**src/rtl/up_down_counter_mod.sv**
```systemverilog
// -----------------------------------------------------------------------------
// up_down_counter_mod
//   Parametrised synchronous up/down counter. It has a programmable modulus
//   (MAX_VAL+1), a parallel load that clamps to MAX_VAL, and either wrap or
//   saturate behaviour at the limits. It produces a terminal-count flag and
//   one-cycle overflow/underflow pulses. It feeds timers, dividers and
//   sequencers that need a mod-N count in either direction.
//
// Parameters
//   WIDTH     counter width in bits (>=1)
//   MAX_VAL   highest count value, < 2**WIDTH; modulus = MAX_VAL+1
//   SATURATE  0 = wrap at limits, 1 = hold at limits
//   RST_VAL   count value after reset, <= MAX_VAL
//
// Ports
//   clk       in   1      clock, rising edge
//   rst       in   1      synchronous reset, active-high
//   en        in   1      count enable; 0 = hold
//   up        in   1      direction: 1 = increment, 0 = decrement
//   load      in   1      parallel load strobe (beats en)
//   load_val  in   WIDTH  value to load, clamped to MAX_VAL
//   cnt       out  WIDTH  current count (registered)
//   tc        out  1      terminal count, combinational from cnt and up
//   ovf       out  1      registered pulse: up-step attempted at MAX_VAL
//   unf       out  1      registered pulse: down-step attempted at 0
// -----------------------------------------------------------------------------
module up_down_counter_mod #(
  parameter int unsigned WIDTH    = 4,
  parameter int unsigned MAX_VAL  = (2 ** WIDTH) - 1,
  parameter bit          SATURATE = 1'b0,
  parameter int unsigned RST_VAL  = 0
) (
  input  logic             clk,
  input  logic             rst,
  input  logic             en,
  input  logic             up,
  input  logic             load,
  input  logic [WIDTH-1:0] load_val,
  output logic [WIDTH-1:0] cnt,
  output logic             tc,
  output logic             ovf,
  output logic             unf
);

  localparam logic [WIDTH-1:0] MAX_C  = WIDTH'(MAX_VAL);
  localparam logic [WIDTH-1:0] ZERO_C = '0;
  localparam logic [WIDTH-1:0] ONE_C  = WIDTH'(1);
  localparam logic [WIDTH-1:0] RST_C  = WIDTH'(RST_VAL);

  logic [WIDTH-1:0] cnt_q, cnt_d;
  logic             ovf_q, ovf_d;
  logic             unf_q, unf_d;
  logic             at_max;
  logic             at_min;
  logic [WIDTH-1:0] load_clamped;

  // Limit detection on the registered count
  assign at_max = (cnt_q == MAX_C);
  assign at_min = (cnt_q == ZERO_C);

  // Out-of-range load values clamp so the count never exceeds MAX_VAL
  assign load_clamped = (load_val > MAX_C) ? MAX_C : load_val;

  // Next-state: load > count > hold (reset is applied in the register)
  always_comb begin
    cnt_d = cnt_q;
    ovf_d = 1'b0;
    unf_d = 1'b0;
    if (load) begin
      cnt_d = load_clamped;
    end else if (en) begin
      if (up) begin
        if (at_max) begin
          ovf_d = 1'b1;
          cnt_d = SATURATE ? MAX_C : ZERO_C;
        end else begin
          cnt_d = cnt_q + ONE_C;
        end
      end else begin
        if (at_min) begin
          unf_d = 1'b1;
          cnt_d = SATURATE ? ZERO_C : MAX_C;
        end else begin
          cnt_d = cnt_q - ONE_C;
        end
      end
    end
  end

  // State register with synchronous reset
  always_ff @(posedge clk) begin
    if (rst) begin
      cnt_q <= RST_C;
      ovf_q <= 1'b0;
      unf_q <= 1'b0;
    end else begin
      cnt_q <= cnt_d;
      ovf_q <= ovf_d;
      unf_q <= unf_d;
    end
  end

  assign cnt = cnt_q;
  assign ovf = ovf_q;
  assign unf = unf_q;
  // Terminal count ignores en so that cascaded stages can use en && tc
  assign tc  = up ? at_max : at_min;

endmodule

```
**config.mk**
```make
export PLATFORM = sky130hd
export DESIGN_NAME = up_down_counter_mod
export DESIGN_NICKNAME = d
export VERILOG_FILES = /design/src/rtl/up_down_counter_mod.sv
export SDC_FILE = /design/constraint.sdc
export NUM_CORES = 1
export LEC_CHECK = 0
export CAP_MARGIN = 20
export CORE_AREA = 2 2 39 41
export CTS_CLUSTER_DIAMETER = 50
export DETAILED_ROUTE_END_ITERATION = 8
export DIE_AREA = 0 0 41 43
export PLACE_DENSITY = 0.57
export SYNTH_ARGS = -nofsm -noshare
export SYNTH_HDL_FRONTEND = slang
export SYNTH_SLANG_ARGS = --single-unit
```
**constraint.sdc**
```tcl
create_clock -name clk -period 1.67 [get_ports clk]
set_clock_uncertainty 0.1 [all_clocks]
set_input_delay 0.334 -clock clk [delete_from_list [all_inputs] [get_ports clk]]
set_output_delay 0.334 -clock clk [all_outputs]
set_load 0.05 [all_outputs]
```
==> results of run 1 <==
[kinds of logic (layout without fill, tap and decap cells)]
kind of cell / after synthesis / in the layout / synth area share [%]
AND/OR/NAND/NOR: 16 / 16 / 22.2
AO/OA/AOI/OAI: 12 / 12 / 20.1
flip-flops: 6 / 6 / 32.2
buffers and inverters: 5 / 28 / 5.03
XOR/XNOR: 3 / 3 / 7.05
adder cells (fa/ha/maj): 2 / 2 / 6.71
multiplexers: 2 / 2 / 6.71
[path summary, 6_finish.rpt]
path                  to  slack, ns  depth (start not counted)
setup / recovery      tc      -0.26                          5
hold / removal       unf       0.46                          3
setup reg to reg  cnt[2]       0.20                          6
hold reg to reg      unf       0.47                          2
[flip-flops by register name, summed over array words and instances, names as in the netlist]
register	flops
cnt	4
ovf	1
unf	1
[synthesized netlist by cell type (all sizes together)]
cell,number,area (sq um)
and3,1,6.26
xnor2,3,26.3
nor2,5,18.8
clkbuf,1,3.75
o31ai,1,7.51
o221ai,1,8.76
inv,4,15.0
o21ai,2,10.0
nand2,4,17.5
a31oi,1,6.26
o21ba,1,10.0
or4b,1,10.0
mux2i,1,10.0
dfxtp,6,120
a21oi,5,25.0
nand2b,1,6.26
nand4,1,6.26
nor3,1,5.00
o21a,1,7.51
nor2b,2,12.5
mux2,1,15.0
ha,2,25.0
[per-layer routing]
metal	GRT usage [%]	up-vias	part of all wire (%)
met2	21.3	12	50
met1	18.2	174	43
met3	9.42	0	7.1
met5	0	-	0
met4	4.00	0	0
li1	-	205	-
[worst max-delay path, stage by stage, from the launching register on]
cell and delay (ns):
dfxtp_4 0.35, inv_4 0.05, ha_4 0.12, or4b_4 0.50
nand2_8 0.08, buf_12 0.13
[where the power goes]
part | leakage, nW | switching [W] | internal, W | total (W)
Clock | 0.0150 | 0.0000674 | 0.0000915 | 0.000159
Combinational | 0.220 | 0.000101 | 0.000108 | 0.000209
Sequential | 0.0512 | 0.00000537 | 0.000152 | 0.000158
[stage by stage]
stage	worst slack, ns	power (W)	util (%)
floorplan	-0.00360	0.000276	-
global placement	-0.282	0.000373	48.0
detailed placement	-0.292	0.000372	48.0
CTS	-0.276	0.000531	49.8
global route	-0.320	0.000563	50.2
finish	-0.264	0.000526	50.2
[cell type report]
class	count	area [sq um]	area share [%]
inverters	4	17.5	2.52
well taps	16	20.0	2.88
flip-flops and latches	6	130	18.7
repair buffers	20	231	33.3
clock buffers	4	26.3	3.78
multi-input cells	35	269	38.7
[repair_timing]
action | 4_1_cts | 5_1_grt
gates resized for setup | 1 | 2
hold buffers | 0 | 0
pin swaps | 2 | 1
hold endpoints to repair | 0 | 0
setup endpoints to repair | 1 | 1
==> flow_summary_export.csv, run 1 <==
group,metric,value,unit
clock_tree,postCtsSetupBuffers,0,
die,die_area,1760,sq um
status,violations,"setup timing",
sta,max_slew.worst_pin.slew,0.283,ns
synthesis,avgSynthCellArea,8.11,sq um
flow_run,maxCapViolCount,0,
critical_path,required,1.24,ns
global_route,grt_max_degree,10,
clock_tree,cts-root-buf,"clkbuf_4",
place,hpwl,683,microns
clock_tree,h-tree-depth,1,
global_route,grt_pass1_wl,1700,microns
synthesis,ys_seq_elements,6,
sta,relSlewSlack,81.1,%
routing,drt_iter0_drc,10,
die,fp.dieW,41,microns
synthesis,syn_nets,57,
global_route,grt_pass1_vias,373,
routing,detail-route-antenna-nets,0,
die,die_h,43,microns
sta,slew_viol_final,0,
sta,fin_setup_tns,-0.264,ns
place,io_buffers,15,
synthesis,synth-warning-count,0,
critical_path,cp_max_fo,3,
critical_path,end_kind,"output pin",
routing,vias,391,
sta,max_freq,517,MHz
min_path,min_path_type,"primary input to flip-flop",
global_route,grt_overflow,0,
finish,stdcell_count,85,
place,dp.cells,81,
sta,setup_viol,1,
min_path,min_from,"up",
pwr,leakagePower,0.287,nW
pwr,powerDensity,757,nW/um^2
die,rows,14,
finish,antenna-diode-count,0,
place,gp_congestion,0.732,
finish,drive_above_1_share,40.6,%
finish,final_cell_mix,"clkdlybuf4s50_1 (7), buf_4 (7), nor2_1 (5), a21oi_1 (5), buf_12 (5)",
critical_path,regToRegStartpoint,"cnt[0]",
synthesis,syn_inst,46,
status,status,"finished, violations left",
finish,n_fill_cell,139,
finish,area.growth.synth_to_final,86.2,%
sta,period_minus_slack,1.93,ns
sta,fin_crit_sh,116,%
clock_tree,max-clock-path-buffers,2,
routing,wl_per_cell,10.8,microns
die,fp.coreArea,1380,sq um
synthesis,syn-cell-area,373,sq um
critical_path,critPathLaunchType,"flip-flop",
critical_path,cp-startpoint,"cnt[1]",
place,dpl-instance-area,664,sq um
finish,nets,81,
clock_tree,clock-sinks,6,
finish,final_cell_area,694,sq um
clock_tree,clkTransAtPathRegs,0.06,ns
synthesis,yosysSeqAreaShare,32.2,%
clock_tree,cts_tree,"built",
routing,drc,0,
routing,viasPerCell,4.60,
sta,layout_setup_ws,-0.264,ns
sta,whs,0.464,ns
die,pin_count,16,
critical_path,worstSetupPathType,"flip-flop to output pin",
sta,grt_setup_unrepaired,"true",
routing,drtPass1Iterations,4,
global_route,antenna_found_initial,0,
clock_tree,clk_latency,0.26,ns
critical_path,cp.arrival,1.50,ns
global_route,track_usage,14.9,%
die,start_util,26.9,%
synthesis,yosysUniqueCellTypes,23,
routing,routed_wirelength,917,microns
pwr,vdd.ir_drop.worst,0.000483,V
clock_tree,numCtsBuffers,3,
sta,hold_viol,0,
No activity file was read; power rests on OpenSTA's default activity.
==> run 2, diff against run 1 <==
PLACE_DENSITY = 0.55   (was 0.57)
TNS_END_PERCENT = 30   (was not set)
==> run 2 against run 1 <==
  * The run still ends with setup timing left
  * Sequential power barely moved
  * Worst setup slack improved by 0.012 ns
  * Power decreased by 0.19%
  * Non-clock buffer count is 3 higher
  * Die area did not move
  * Critical path type unchanged
==> flow_summary_export.csv, run 2 (same netlist as run 1, synthesis figures left out) <==
group,metric,value,unit
min_path,min_path_type,"flip-flop to flip-flop",
critical_path,end_kind,"output pin",
clock_tree,cts_tree,"built",
global_route,grt_pass1_wl,1730,microns
routing,routed_wirelength,927,microns
pwr,p_sw,0.000168,W
sta,max_freq,520,MHz
die,die_area,1760,sq um
finish,final_cell_mix,"buf_4 (10), clkdlybuf4s50_1 (7), nor2_1 (5), a21oi_1 (5), buf_12 (5)",
sta,fin_crit_sh,115,%
place,dp_slack,-0.302,ns
finish,post-route-util,51.4,%
pwr,p_sw_share,32.0,%
min_path,holdPathEnd,"unf",
die,fp.dieW,41,microns
die,die_h,43,microns
critical_path,regToRegStartpoint,"cnt[1]",
clock_tree,cts-root-buf,"clkbuf_4",
finish,drive_above_1_share,41.7,%
min_path,hold_path_depth,2,
clock_tree,clock-sinks,6,
clock_tree,postCtsHoldBufs,0,
clock_tree,max-clock-path-buffers,2,
pwr,vdd.ir_drop.worst,0.000467,V
critical_path,cp.arrival,1.49,ns
die,start_util,26.9,%
routing,vias,411,
global_route,antenna_found_initial,0,
global_route,track_usage,14.8,%
critical_path,worstSetupPathType,"flip-flop to output pin",
sta,setup_viol,1,
clock_tree,clk_latency,0.25,ns
finish,n_fill_cell,135,
min_path,min_from,"cnt[3]",
sta,hold_viol,0,
pwr,powerDensity,737,nW/um^2
critical_path,required,1.24,ns
sta,layout_setup_ws,-0.252,ns
routing,viasPerCell,4.67,
status,violations,"setup timing",
die,fp.coreArea,1380,sq um
clock_tree,h-tree-depth,1,
place,gp_congestion,0.790,
pwr,power_frac_seq,30.1,%
sta,grt_setup_unrepaired,"true",
global_route,grt_max_degree,10,
clock_tree,clkTransAtPathRegs,0.05,ns
finish,antenna-diode-count,0,
finish,nets,84,
routing,drc,0,
place,hpwl,756,microns
place,io_buffers,15,
global_route,grt_overflow,0,
sta,period_minus_slack,1.92,ns
sta,slew_viol_final,0,
finish,largest_reg_flops,4,
sta,max_slew.worst_pin.slew,0.295,ns
routing,drt_iter0_drc,1,
global_route,grt_pass1_vias,420,
finish,area.growth.synth_to_final,90.9,%
die,pin_count,16,
status,status,"finished, violations left",
critical_path,r2r_end,"cnt[2]",
die,rows,14,
flow_run,maxCapViolCount,0,
pwr,pwr-share-clk,28.9,%
sta,whs,0.469,ns
critical_path,cp-startpoint,"cnt[1]",
routing,wl_per_cell,10.5,microns
routing,detail-route-antenna-nets,0,
finish,final_common_cell,"buf_4",
clock_tree,numCtsBuffers,3,
pwr,power.internal,0.000357,W
critical_path,critPathLaunchType,"flip-flop",
critical_path,r2r_slack,0.18,ns
critical_path,rr_worst_depth,6,
sta,relSlewSlack,80.2,%
routing,drtPass1Iterations,4,
pwr,p_comb_share,41.0,%
critical_path,cp_max_fo,2,
pwr,leakagePower,0.302,nW
-- run 2: cell count changes in the layout (fill, tap and decap cells not counted) --
cell   previous run  this run
inv_2             1         2
inv_4             1         0
ha_2              1         0
ha_1              0         1
buf_4             7        10
-- run 2: final cells by class --
type	count	area, sq um	share of cell area, %
multi-input cells	35	267	37.4
repair buffers	23	254	35.7
flip-flops and latches	6	130	18.3
clock buffers	4	26.3	3.69
well taps	16	20.0	2.81
inverters	4	15.0	2.11
-- run 2: power groups by stage --
stage,logic (W),clock network [W],registers (W)
after CTS,0.000218,0.000161,0.000158
after detailed placement,0.000219,0,0.000161
after global routing,0.000234,0.000164,0.000159
after floorplan,0.0000763,0,0.000199
after global placement,0.000219,0,0.000161
final,0.000215,0.000152,0.000158
-- run 2: critical path, cell delays in order, from the launching register on --
cell and delay (ns):
dfxtp_4 0.34, inv_2 0.06, ha_4 0.12, or4b_4 0.50, nand2_8 0.08, buf_12 0.13
-- run 2: how the worst max path moves through the flow --
stage / to / slack (ns)
2_1_floorplan: tc / -0.004
3_3_place_gp: tc / -0.30
3_5_place_dp: tc / -0.30
4_1_cts: tc / -0.27
5_1_grt: tc / -0.31
6_report: tc / -0.25
-- run 2: repair_timing --
item,in CTS,in global routing
resized for setup,1,0
setup endpoints to repair,1,1
buffers inserted,0,1
pin swaps,2,1
-- run 2: through the flow --
step,instances,setup TNS (ns),power (W),instance area (sq um)
finish,88,-0.252,0.000525,712
global route,88,-0.311,0.000557,712
CTS,87,-0.275,0.000537,704
detailed placement,83,-0.429,0.000380,679
global placement,83,-0.425,0.000380,679
floorplan,46,-0.00360,0.000276,415
-- run 2: per-layer routing --
| layer | wire, microns | up-vias | global-route usage, % |
|---|---|---|---|
| met5 | 0 | - | 0 |
| met4 | 14 | 0 | 8.00 |
| met3 | 49 | 2 | 8.38 |
| met2 | 449 | 11 | 20.6 |
| met1 | 413 | 185 | 17.2 |
| li1 | - | 213 | - |
==> run 3, diff against run 2 <==
SLEW_MARGIN = 25   (was not set)
==> results of run 3 <==
Final layout, timing and power as in run 2 (identical DEF).
